[src/rtl/fetch_hazard_sequencer_if.sv]
// Fetch/issue bundle between the instruction memory, the MEM-stage branch
// resolution and the decode stage.
//   pc            fetch address to instruction memory
//   fetch_instr   word returned combinationally for pc
//   branch_taken  MEM stage: issued branch is taken (always 1 for B)
//   branch_target MEM stage: target, valid with branch_taken
//   issue_instr   IF/ID instruction register
//   issue_valid   1 = issue_instr is a real fetched instruction, 0 = bubble
//   stalling      1 = pc was held by the last edge (data hazard or shadow)
// master: the sequencer. slave: memory / pipeline environment.
interface fetch_hazard_sequencer_if;
    logic [63:0] pc;
    logic [31:0] fetch_instr;
    logic        branch_taken;
    logic [63:0] branch_target;
    logic [31:0] issue_instr;
    logic        issue_valid;
    logic        stalling;

    modport master (
        output pc, issue_instr, issue_valid, stalling,
        input  fetch_instr, branch_taken, branch_target
    );

    modport slave (
        input  pc, issue_instr, issue_valid, stalling,
        output fetch_instr, branch_taken, branch_target
    );
endinterface

[src/rtl/fetch_hazard_sequencer.sv]
// Fetch stage of the 5-stage ARMv8 pipeline: owns the PC and the IF/ID
// register, decodes each fetched word and inserts NOP bubbles for RAW hazards
// (no forwarding) and for the shadow of CBZ/B while the branch resolves in MEM.
// Ports:
//   clk    rising-edge clock
//   rst_n  asynchronous active-low reset
//   bus    fetch_hazard_sequencer_if.master (pc, fetch_instr, branch_*,
//          issue_instr, issue_valid, stalling)
module fetch_hazard_sequencer #(
    parameter int unsigned ALU_DEPTH     = 2,
    parameter int unsigned LOAD_DEPTH    = 3,
    parameter int unsigned BRANCH_SHADOW = 3,
    parameter logic [31:0] NOP_WORD      = 32'h8B1F03FF
) (
    input logic                      clk,
    input logic                      rst_n,
    fetch_hazard_sequencer_if.master bus
);

    localparam int unsigned CntW = $clog2(BRANCH_SHADOW + 1);

    typedef enum logic {StRun, StShadow} state_e;

    state_e            state_q;
    logic [63:0]       pc_q;
    logic [31:0]       issue_instr_q;
    logic              issue_valid_q;
    logic              stalling_q;
    logic [CntW-1:0]   cnt_q;
    logic              taken_q;
    logic [63:0]       target_q;

    // Scoreboard entry k describes the instruction issued k+1 edges ago.
    logic              sb_vld_q  [LOAD_DEPTH];
    logic [4:0]        sb_rd_q   [LOAD_DEPTH];
    logic              sb_load_q [LOAD_DEPTH];

    logic [31:0] fw;
    assign fw = bus.fetch_instr;

    // Opcode classes; R-type constants are the 12-bit forms of the 11-bit field.
    logic is_ldur, is_stur, is_rtype, is_itype, is_cbz, is_b;
    assign is_ldur  = (fw[31:21] == 11'h7C2);
    assign is_stur  = (fw[31:21] == 11'h7C0);
    assign is_rtype = ({fw[31:21], 1'b0} inside {12'h8B0, 12'hCB0, 12'h8A0, 12'hAA0});
    assign is_itype = (fw[31:24] == 8'hB2) || (fw[31:22] == 10'h34D);
    assign is_cbz   = (fw[31:24] == 8'hB4);
    assign is_b     = (fw[31:26] == 6'h05);

    logic       dst_vld, src_a_vld, src_b_vld, is_load, is_branch;
    logic [4:0] dst, src_a, src_b;

    always_comb begin
        dst_vld   = 1'b0;
        dst       = fw[4:0];
        src_a_vld = 1'b0;
        src_a     = fw[9:5];
        src_b_vld = 1'b0;
        src_b     = fw[20:16];
        is_load   = 1'b0;
        is_branch = 1'b0;
        if (is_ldur) begin
            dst_vld   = 1'b1;
            src_a_vld = 1'b1;
            is_load   = 1'b1;
        end else if (is_stur) begin
            src_a_vld = 1'b1;
            src_b_vld = 1'b1;
            src_b     = fw[4:0];
        end else if (is_rtype) begin
            dst_vld   = 1'b1;
            src_a_vld = 1'b1;
            src_b_vld = 1'b1;
        end else if (is_itype) begin
            dst_vld   = 1'b1;
            src_a_vld = 1'b1;
        end else if (is_cbz) begin
            src_a_vld = 1'b1;
            src_a     = fw[4:0];
            is_branch = 1'b1;
        end else if (is_b) begin
            is_branch = 1'b1;
        end
        // XZR is never a real producer or consumer.
        if (dst == 5'd31)   dst_vld   = 1'b0;
        if (src_a == 5'd31) src_a_vld = 1'b0;
        if (src_b == 5'd31) src_b_vld = 1'b0;
    end

    // A producer only blocks while it is younger than its result latency.
    logic hazard;
    always_comb begin
        hazard = 1'b0;
        for (int unsigned k = 0; k < LOAD_DEPTH; k++) begin
            if (sb_vld_q[k] && (k < (sb_load_q[k] ? LOAD_DEPTH : ALU_DEPTH))) begin
                if ((src_a_vld && (src_a == sb_rd_q[k])) ||
                    (src_b_vld && (src_b == sb_rd_q[k]))) begin
                    hazard = 1'b1;
                end
            end
        end
    end

    logic issue_real;
    assign issue_real = (state_q == StRun) && !hazard;

    always_ff @(posedge clk or negedge rst_n) begin
        if (!rst_n) begin
            state_q       <= StRun;
            pc_q          <= '0;
            issue_instr_q <= NOP_WORD;
            issue_valid_q <= 1'b0;
            stalling_q    <= 1'b0;
            cnt_q         <= '0;
            taken_q       <= 1'b0;
            target_q      <= '0;
            for (int unsigned k = 0; k < LOAD_DEPTH; k++) begin
                sb_vld_q[k]  <= 1'b0;
                sb_rd_q[k]   <= '0;
                sb_load_q[k] <= 1'b0;
            end
        end else begin
            sb_vld_q[0]  <= issue_real && dst_vld;
            sb_rd_q[0]   <= dst;
            sb_load_q[0] <= is_load;
            for (int unsigned k = 1; k < LOAD_DEPTH; k++) begin
                sb_vld_q[k]  <= sb_vld_q[k-1];
                sb_rd_q[k]   <= sb_rd_q[k-1];
                sb_load_q[k] <= sb_load_q[k-1];
            end

            case (state_q)
                StRun: begin
                    if (hazard) begin
                        issue_instr_q <= NOP_WORD;
                        issue_valid_q <= 1'b0;
                        stalling_q    <= 1'b1;
                    end else begin
                        issue_instr_q <= fw;
                        issue_valid_q <= 1'b1;
                        stalling_q    <= 1'b0;
                        if (is_branch) begin
                            // PC stays on the branch until it resolves.
                            state_q <= StShadow;
                            cnt_q   <= CntW'(BRANCH_SHADOW);
                            taken_q <= 1'b0;
                        end else begin
                            pc_q <= pc_q + 64'd4;
                        end
                    end
                end
                StShadow: begin
                    issue_instr_q <= NOP_WORD;
                    issue_valid_q <= 1'b0;
                    stalling_q    <= 1'b1;
                    cnt_q         <= cnt_q - CntW'(1);
                    if (cnt_q == CntW'(1)) begin
                        state_q <= StRun;
                        taken_q <= 1'b0;
                        if (bus.branch_taken) begin
                            pc_q <= bus.branch_target;
                        end else if (taken_q) begin
                            pc_q <= target_q;
                        end else begin
                            pc_q <= pc_q + 64'd4;
                        end
                    end else if (bus.branch_taken) begin
                        taken_q  <= 1'b1;
                        target_q <= bus.branch_target;
                    end
                end
                default: state_q <= StRun;
            endcase
        end
    end

    assign bus.pc          = pc_q;
    assign bus.issue_instr = issue_instr_q;
    assign bus.issue_valid = issue_valid_q;
    assign bus.stalling    = stalling_q;

endmodule
[src/flat_wrapper.sv]
// flat-port wrapper written by rule: the top's interface ports become plain ports
module fetch_hazard_sequencer_flat 
#(
    parameter int unsigned ALU_DEPTH     = 2,
    parameter int unsigned LOAD_DEPTH    = 3,
    parameter int unsigned BRANCH_SHADOW = 3,
    parameter logic [31:0] NOP_WORD      = 32'h8B1F03FF
)
  (clk, rst_n, bus_pc, bus_issue_instr, bus_issue_valid, bus_stalling, bus_fetch_instr, bus_branch_taken, bus_branch_target);
  fetch_hazard_sequencer_if bus_i ();
  input logic clk;
  input logic rst_n;
  output wire logic [$bits(bus_i.pc)-1:0] bus_pc;
  output wire logic [$bits(bus_i.issue_instr)-1:0] bus_issue_instr;
  output wire logic [$bits(bus_i.issue_valid)-1:0] bus_issue_valid;
  output wire logic [$bits(bus_i.stalling)-1:0] bus_stalling;
  input wire logic [$bits(bus_i.fetch_instr)-1:0] bus_fetch_instr;
  input wire logic [$bits(bus_i.branch_taken)-1:0] bus_branch_taken;
  input wire logic [$bits(bus_i.branch_target)-1:0] bus_branch_target;
  assign bus_pc = bus_i.pc;
  assign bus_issue_instr = bus_i.issue_instr;
  assign bus_issue_valid = bus_i.issue_valid;
  assign bus_stalling = bus_i.stalling;
  assign bus_i.fetch_instr = bus_fetch_instr;
  assign bus_i.branch_taken = bus_branch_taken;
  assign bus_i.branch_target = bus_branch_target;
  fetch_hazard_sequencer #(.ALU_DEPTH(ALU_DEPTH), .LOAD_DEPTH(LOAD_DEPTH), .BRANCH_SHADOW(BRANCH_SHADOW), .NOP_WORD(NOP_WORD)) u_core (.clk(clk), .rst_n(rst_n), .bus(bus_i));
endmodule
[config.mk]
export PLATFORM = sky130hd
export DESIGN_NAME = fetch_hazard_sequencer_flat
export DESIGN_NICKNAME = d
export VERILOG_FILES = /design/src/rtl/fetch_hazard_sequencer_if.sv /design/src/rtl/fetch_hazard_sequencer.sv /design/src/flat_wrapper.sv
export SDC_FILE = /design/constraint.sdc
export NUM_CORES = 1
export LEC_CHECK = 0
export CAP_MARGIN = 10
export CELL_PAD_IN_SITES_DETAIL_PLACEMENT = 1
export CELL_PAD_IN_SITES_GLOBAL_PLACEMENT = 1
export CORE_MARGIN = 4
export CORE_UTILIZATION = 41
export DETAILED_ROUTE_END_ITERATION = 12
export PLACE_DENSITY = 0.93
export REMOVE_ABC_BUFFERS = 1
export SLEW_MARGIN = 20
export SYNTH_ARGS = -nofsm -noshare
export SYNTH_HDL_FRONTEND = slang
export SYNTH_SLANG_ARGS = --single-unit
[constraint.sdc]
create_clock -name clk -period 6.5 [get_ports clk]
set_input_delay 1.3 -clock clk [delete_from_list [all_inputs] [get_ports clk]]
set_output_delay 1.3 -clock clk [all_outputs]
set_load 0.05 [all_outputs]
# Yosys cells after proc, flatten, opt, wreduce, memory -nomap -nowiden

Index checks and enable logic that the tools add are counted.

Register bits after elaboration: 187
Bits in latches: 0
Memory bits (writable): 0
Bits in read-only memories: 0
Bits of input ports: 99
Output and inout port bits: 98
Word-level logic and storage cells: 132
Memories: 0

$add $sub $neg: 2
Multipliers: 0
Divide/modulo/power cells: 0
Order comparisons: 3
Equal/unequal tests: 25
Shifts and indexed selects: 0
Multiplexer cells: 62
Bitwise logic cells: 2
Reduce and logical (&&, ||, !) cells: 21

Operators with widths:

| kind                                                 | count |
|---|---|
| two-way mux 64 bit                                   | 5 |
| one-hot mux 64 bit (2 select lines)                  | 1 |
| equality test 11 bit (second input constant)         | 6 |
| adder 64 x 3 -> 64 bit (second input constant)       | 1 |
| < comparator 1 x 32 -> 1 bit (first input constant)  | 2 |
| one-hot mux 32 bit (2 select lines)                  | 1 |
| two-way mux 1 bit                                    | 40 |
| two-way mux 5 bit                                    | 7 |
| < comparator 2 x 32 -> 1 bit (first input constant)  | 1 |
| two-way mux 32 bit                                   | 1 |
| equality test 5 bit                                  | 6 |
| equality test 8 bit (second input constant)          | 2 |
| equality test 5 bit (second input constant)          | 3 |
| logical AND 1 bit                                    | 11 |
| equality test 10 bit (second input constant)         | 1 |
| AND reduction 3 bit                                  | 3 |
| one-hot mux 1 bit (2 select lines)                   | 4 |
| equality test 6 x 3 -> 1 bit (second input constant) | 1 |
| inequality test 2 bit (second input constant)        | 3 |
| logical OR 1 bit                                     | 4 |
| two-way mux 2 bit                                    | 2 |
| one-hot mux 2 bit (2 select lines)                   | 1 |
| nonzero test 4 bit                                   | 1 |
| inequality test 3 bit (second input constant)        | 1 |
| 6 further kinds                                      | 7 |

# Longest topological paths before layout

Word-level depth: 19
Gate-level depth with buffers: 13
Depth with buffers taken out: 10

# Worst setup path after synthesis

OpenSTA, ideal clock, no wires.

Path kind: in2reg
From: input port bus_fetch_instr[22]
To: register u_core.pc_q[19], in the netlist u_core.bus.pc[19]
Library setup time: 160 ps
Data arrival time: 3,412 ps
Data required time: 6,340 ps
Slack: 2,928 ps
Cell stages on the path: 12
Buffers on the path: 3
Cell sequence: nor3_1 -> and4_1 -> buf_4 -> mux2i_1 -> nor2_1 -> nor4_2 -> o311ai_4 -> a31o_2 -> buf_6 -> buf_6 -> a21oi_1 -> a41oi_2

Word-level cells in the longest chain between the ends: 18
Elaborated cells on any way between the ends: 54
Those cells by class: eq/ne: 17; mux: 25; reduce/logical: 12

Ends and longest elaborated chain:

| what                              | line                          | RTL |
|---|---|---|
| start, declared                   | flat_wrapper.sv:17            | `input wire logic [$bits(bus_i.fetch_instr)-1:0] bus_fetch_instr;` |
| equality test 10 bit              | fetch_hazard_sequencer.sv:46  | `assign is_itype = (fw[31:24] == 8'hB2) \|\| (fw[31:22] == 10'h34D);` |
| logical OR 1 bit                  | fetch_hazard_sequencer.sv:46  |  |
| two-way mux 5 bit                 | fetch_hazard_sequencer.sv:74  | `end else if (is_itype) begin` |
| two-way mux 5 bit                 | fetch_hazard_sequencer.sv:70  | `end else if (is_rtype) begin` |
| two-way mux 5 bit                 | fetch_hazard_sequencer.sv:66  | `end else if (is_stur) begin` |
| two-way mux 5 bit                 | fetch_hazard_sequencer.sv:62  | `if (is_ldur) begin` |
| equality test 5 bit               | fetch_hazard_sequencer.sv:86  | `if (src_a == 5'd31) src_a_vld = 1'b0;` |
| two-way mux 1 bit                 | fetch_hazard_sequencer.sv:86  |  |
| [... 2 more ...]                  | n/a                           |  |
| two-way mux 1 bit                 | fetch_hazard_sequencer.sv:96  | `if ((src_a_vld && (src_a == sb_rd_q[k])) \|\|` |
| two-way mux 1 bit                 | fetch_hazard_sequencer.sv:95  | `if (sb_vld_q[k] && (k < (sb_load_q[k] ? LOAD_DEPTH : ALU_DEPTH))) begin` |
| two-way mux 1 bit                 | fetch_hazard_sequencer.sv:96  |  |
| two-way mux 1 bit                 | fetch_hazard_sequencer.sv:95  |  |
| two-way mux 1 bit                 | fetch_hazard_sequencer.sv:96  |  |
| two-way mux 1 bit                 | fetch_hazard_sequencer.sv:95  |  |
| inequality test 2 bit (no line)   | n/a                           |  |
| AND reduction 3 bit (no line) (*) | n/a                           |  |
| end signal, assigned              | fetch_hazard_sequencer.sv:148 | `pc_q <= pc_q + 64'd4;` |
| end signal, assigned              | fetch_hazard_sequencer.sv:161 | `pc_q <= bus.branch_target;` |
| end signal, assigned              | fetch_hazard_sequencer.sv:163 | `pc_q <= target_q;` |
| end, declared                     | fetch_hazard_sequencer.sv:25  | `logic [63:0] pc_q;` |

Every way passes the cells marked *; elsewhere a longest branch is shown, timed or not.
A chain may end at the register's enable or synchronous reset.

# Worst setup path after layout

From: input port bus_fetch_instr[29]
To: register u_core.sb_vld_q[2] (netlist name)

Word-level cells in the longest chain between the ends: 19
Elaborated cells on any way between the ends: 59
Those cells by class: eq/ne: 17; mux: 28; reduce/logical: 14

Ends and longest elaborated chain:

| what                                                  | line                                                       | RTL |
|---|---|---|
| equality test 8 bit (tied with other cells)           | fetch_hazard_sequencer.sv:47                               | `assign is_cbz = (fw[31:24] == 8'hB4);` |
| two-way mux 5 bit or logical OR 1 bit (tied branches) | fetch_hazard_sequencer.sv:77, fetch_hazard_sequencer.sv:46 |  |
| two-way mux 5 bit                                     | fetch_hazard_sequencer.sv:74                               |  |
| two-way mux 5 bit                                     | fetch_hazard_sequencer.sv:70                               |  |
| two-way mux 5 bit                                     | fetch_hazard_sequencer.sv:66                               |  |
| two-way mux 5 bit                                     | fetch_hazard_sequencer.sv:62                               |  |
| equality test 5 bit                                   | fetch_hazard_sequencer.sv:86                               |  |
| two-way mux 1 bit                                     | fetch_hazard_sequencer.sv:86                               |  |
| [... 3 more ...]                                      | n/a                                                        |  |
| two-way mux 1 bit                                     | fetch_hazard_sequencer.sv:95                               |  |
| two-way mux 1 bit                                     | fetch_hazard_sequencer.sv:96                               |  |
| two-way mux 1 bit                                     | fetch_hazard_sequencer.sv:95                               |  |
| two-way mux 1 bit                                     | fetch_hazard_sequencer.sv:96                               |  |
| two-way mux 1 bit                                     | fetch_hazard_sequencer.sv:95                               |  |
| zero test 1 bit                                       | fetch_hazard_sequencer.sv:105                              | `assign issue_real = (state_q == StRun) && !hazard;` |
| logical AND 1 bit                                     | fetch_hazard_sequencer.sv:105                              |  |
| logical AND 1 bit (*)                                 | fetch_hazard_sequencer.sv:123                              | `sb_vld_q[0] <= issue_real && dst_vld;` |
| end signal, assigned by index                         | fetch_hazard_sequencer.sv:127                              | `sb_vld_q[k] <= sb_vld_q[k-1];` |
| end, declared                                         | fetch_hazard_sequencer.sv:34                               | `logic sb_vld_q [LOAD_DEPTH];` |

Marks and branches as above.

==> metrics.md <==
| Metric | Value |
|---|---|
| Status | complete, no violations |
| Post-DP HPWL | ~23000 um |
| Num CTS Buffers | 17 |
| H-tree depth | 4 |
| Fin cells | 1502 |
| Dominant cells by area after synthesis | dfrtp_1 42%, a22o_1 10%, mux2_2 7.1% |
| Final TNS setup | 0 ns |
| TritonCTS sink count | roughly 190 |
| Met2 WL | ~17000 um |
| WL/cell | approximately 22 um |
| Detailed-route DRC error count | 0 |
| First-pass GRT wire length | between 50000 and 60000 um |
| Die Width | around 160 um |
| Clk buf depth | 2 |
| Fillers | approximately 2600 |
| Hold Crit Class | flop to flop |
| Initial DRC count | 640 |
| # rows | 56 |
| CP max FO | 16 |
| CP arrival | approximately 5.3 ns |
| Setup crit start kind | input port |
| Seq. cell area | 4705 um^2 |
| YS warnings | 0 |
| Multi-input gate area | 4932 um^2 |
| Cts repair resizes | 0 |
| Clock root buffer | clkbuf_16 |
| Hold_ws | about 0.36 ns |
| Die Area | between 20000 and 30000 um^2 |
| Routed length on met1 | 14150 um |
| Worst vdd ir | roughly 0.22 mV |
| CP max stage delay | roughly 0.68 ns |
| Final nets | between 1000 and 1500 |
| Area Overhead vs Synth | 27.74% |
| Ports | slightly below 200 |
| Worst Tran Pin Value | around 1.1 ns |
| Reg2Reg Setup Slack | 3.04 ns |
| Hold depth | 0 |
| Unique masters post-synth | just under 60 |
| Nature of the critical path endpoint | flop |
| Layout cells sized above 1 | 0.1159 |
| Setup Viol. Count Final | 0 |
| Clock slew at reported path FFs | about 0.070 ns |
| Met3 wire length | 1424 um |
| Post-Synthesis Cells | approximately 1000 |
| Hold path start | u_core.sb_load_q[2]$_DFF_PN0_ |
| Core area | ~24000 um^2 |
| Slew Viols, Final | 0 |
| Top delay family on crit path | simple AND/OR/NAND/NOR gates |
| Asr flop ratio synth | 1.000 |
| CTS tree | yes |
| Ys flop type | dfrtp_1 |
| Relative slew slack | 0.2893 |
| Crit-path slowest cell | and4_1 |
| Die height | approximately 160 um |
| Latest clock arrival within the worst-skew pair | about 0.44 ns |
| #FFs+latches synth | about 190 |
| Final Hold Viols | 0 |
| GRT Overall Usage | 0.2429 |
| Max-cap check violation count | 0 |
| Pre-antenna DRT Iters | 5 |
| CP cell instances | clkdlybuf4s50_1 -> nor2b_1 -> and4_1 -> mux2i_1 -> xnor2_1 -> nor4_2 -> o311ai_4 -> nand2_1 -> nor2_1 -> buf_4 -> nor4b_1 |
| Min cycle time layout | 4.998 ns |
| Buffers & Inverters on Critical Path | 2 |
| RSZ-0062 raised after global routing | no |
| Max Used Layer | met5 |
| Synth top area share | 0.4212 |
| Critical path type | input port to flop |
| Placed instance count | between 1000 and 1500 |
| Top cells by count, synth | 168 x dfrtp_1, 166 x nand2_1, 115 x a22o_1 |
| Hold endpoint | u_core.sb_load_q[1]$_DFF_PN0_ |
| R2R cell count | 9 |
| Post-synth top area cell | dfrtp_1 |
| Sequential share of the synthesized area | 0.4712 |
| Congestion Overflow GR | 0 |
| Vias in the first global route | roughly 9400 |
| Post-synth EDFFs | 0 |
| Max Fclk | 200.1 MHz |
| Initial antenna violation count | 2 |
| Final wirelength | 33120 um |
| Syn Std Cell Area | about 10000 um^2 |
| Crit share post-route | 0.7689 |
| Number of setup buffers added after CTS | 0 |
| Worst r2r src | u_core.bus.pc[11]$_DFFE_PN0P_ |
| WP data required | 6.82 ns |
| Post-Syn Area per Cell | a little under 10 um^2 |
| Reg2reg end | u_core.bus.pc[63]$_DFFE_PN0P_ |
| Via count | between 8000 and 9000 |
| Count leader, synth | dfrtp_1 |
| Port Buffers | between 150 and 200 |
| Post-route ant nets | 0 |
| GPL Wtd Cong | 0.9109 |
| Hold_buf cts | 0 |
| Static Leak | roughly 5.2 nW |
| Starting density of the core | 0.4215 |
| Clock Skew | 0.01054 ns |
| Largest net degree at the start of global routing | between 60 and 70 |
| Vias per inst | a little under 6 |
| PD cells | approximately 450 nW/um^2 |
-- registers in the layout, summed over array words and instances (netlist names) --
signal	cells
u_core.bus.issue_valid	1
u_core.bus.pc	64
u_core.sb_rd_q	15
u_core.bus.stalling	1
u_core.cnt_q	2
u_core.sb_vld_q	3
u_core.taken_q	1
u_core.target_q	64
u_core.state_q	1
u_core.sb_load_q	3
u_core.bus.issue_instr	32
-- worst register-to-register path, cell delays in order, from the launching register on --
cell and delay (ns):
dfrtp_1 0.47, nand4_1 0.26, nor4_1 0.55, and2_1 0.26, nand2_1 0.15, nor3_1 0.58, nand4_1 0.43, nor3_1 0.33
o21ai_0 0.11, a22o_1 0.19
-- cell type report --
cell class                 count  area share
multi-input combinational    739      0.3868
clock inverter                14     0.01236
timing repair buffer         206      0.1606
tap                          319     0.03130
inverter                      18    0.005299
clock buffer                  18     0.03444
antenna                        1   0.0001963
sequential                   187      0.3690
-- worst max-delay path by stage --
stage,start,end,slack [ns],cells past startpoint
2_1_floorplan,bus_fetch_instr[22],u_core.bus.pc[11]$_DFFE_PN0P_,1.73,9
3_3_place_gp,bus_fetch_instr[27],u_core.bus.pc[36]$_DFFE_PN0P_,1.40,11
5_1_grt,bus_fetch_instr[29],u_core.sb_vld_q[2]$_DFF_PN0_,1.22,11
6_report,bus_fetch_instr[29],u_core.sb_vld_q[2]$_DFF_PN0_,1.50,11
3_5_place_dp,bus_fetch_instr[29],u_core.sb_vld_q[2]$_DFF_PN0_,1.15,11
4_1_cts,bus_fetch_instr[29],u_core.sb_vld_q[2]$_DFF_PN0_,1.57,11
-- power breakdown --
group          total, mW  switching [mW]  internal, mW  leakage (nW)
logic               2.54            1.55         0.988          2.62
registers           2.08           0.465          1.61          2.26
clock network       1.07           0.509         0.557         0.290
-- per-layer routing --
layer / global-route usage / vias up
met5: 0 / -
met4: 0.07510 / 2
met3: 0.03463 / 50
met2: 0.4215 / 254
met1: 0.3152 / 4558
li1: - / 4038
-- cell usage in the layout (no fill, tap or decap), types with 3 or more instances in the layout --
| cell type | instances |
|---|---|
| and3_1 | 12 |
| a22o_1 | 115 |
| o31ai_1 | 31 |
| a21oi_1 | 24 |
| nand3_1 | 33 |
| nand2_1 | 166 |
| nand2b_1 | 8 |
| xor2_1 | 13 |
| a32o_1 | 3 |
| nand4_1 | 19 |
| xnor2_1 | 20 |
| inv_6 | 3 |
| clkinv_4 | 5 |
| o2111ai_1 | 3 |
| or3_1 | 22 |
| buf_4 | 9 |
| a22oi_1 | 6 |
| and4_1 | 6 |
| and2_1 | 16 |
| or4_1 | 3 |
| o41ai_1 | 7 |
| dfstp_2 | 19 |
| dfrtp_1 | 167 |
| a31oi_1 | 5 |
| clkdlybuf4s50_1 | 194 |
| o21ai_0 | 56 |
| nor3_1 | 10 |
| inv_1 | 18 |
| inv_8 | 3 |
| nor2_1 | 42 |
| clkbuf_16 | 17 |
| mux2_2 | 63 |
| nor2b_1 | 6 |
| nor4b_1 | 3 |
| nor4_1 | 6 |
| mux2i_1 | 10 |
-- per-stage QoR --
stage	utilization	setup slack, ns	instance area [um^2]	power, mW
floorplan	-	1.731	9662	3.641
global placement	0.5131	1.400	12150	4.507
detailed placement	0.5131	1.146	12150	4.625
CTS	0.5383	1.566	12750	5.713
global route	0.5384	1.221	12750	5.968
finish	0.5384	1.502	12750	5.682
-- cell families after synthesis --
kind of cell	after synthesis	synth area share
and+or+nand+nor	363	0.1756
AOI/OAI and AO/OA	268	0.2018
DFF	187	0.4712
buffers and inverters	82	0.03886
muxes	73	0.08110
xor gates and xnor gates	33	0.02895
adders and majority gates	2	0.002506
Note: power is estimated with default switching activity, not from simulation.
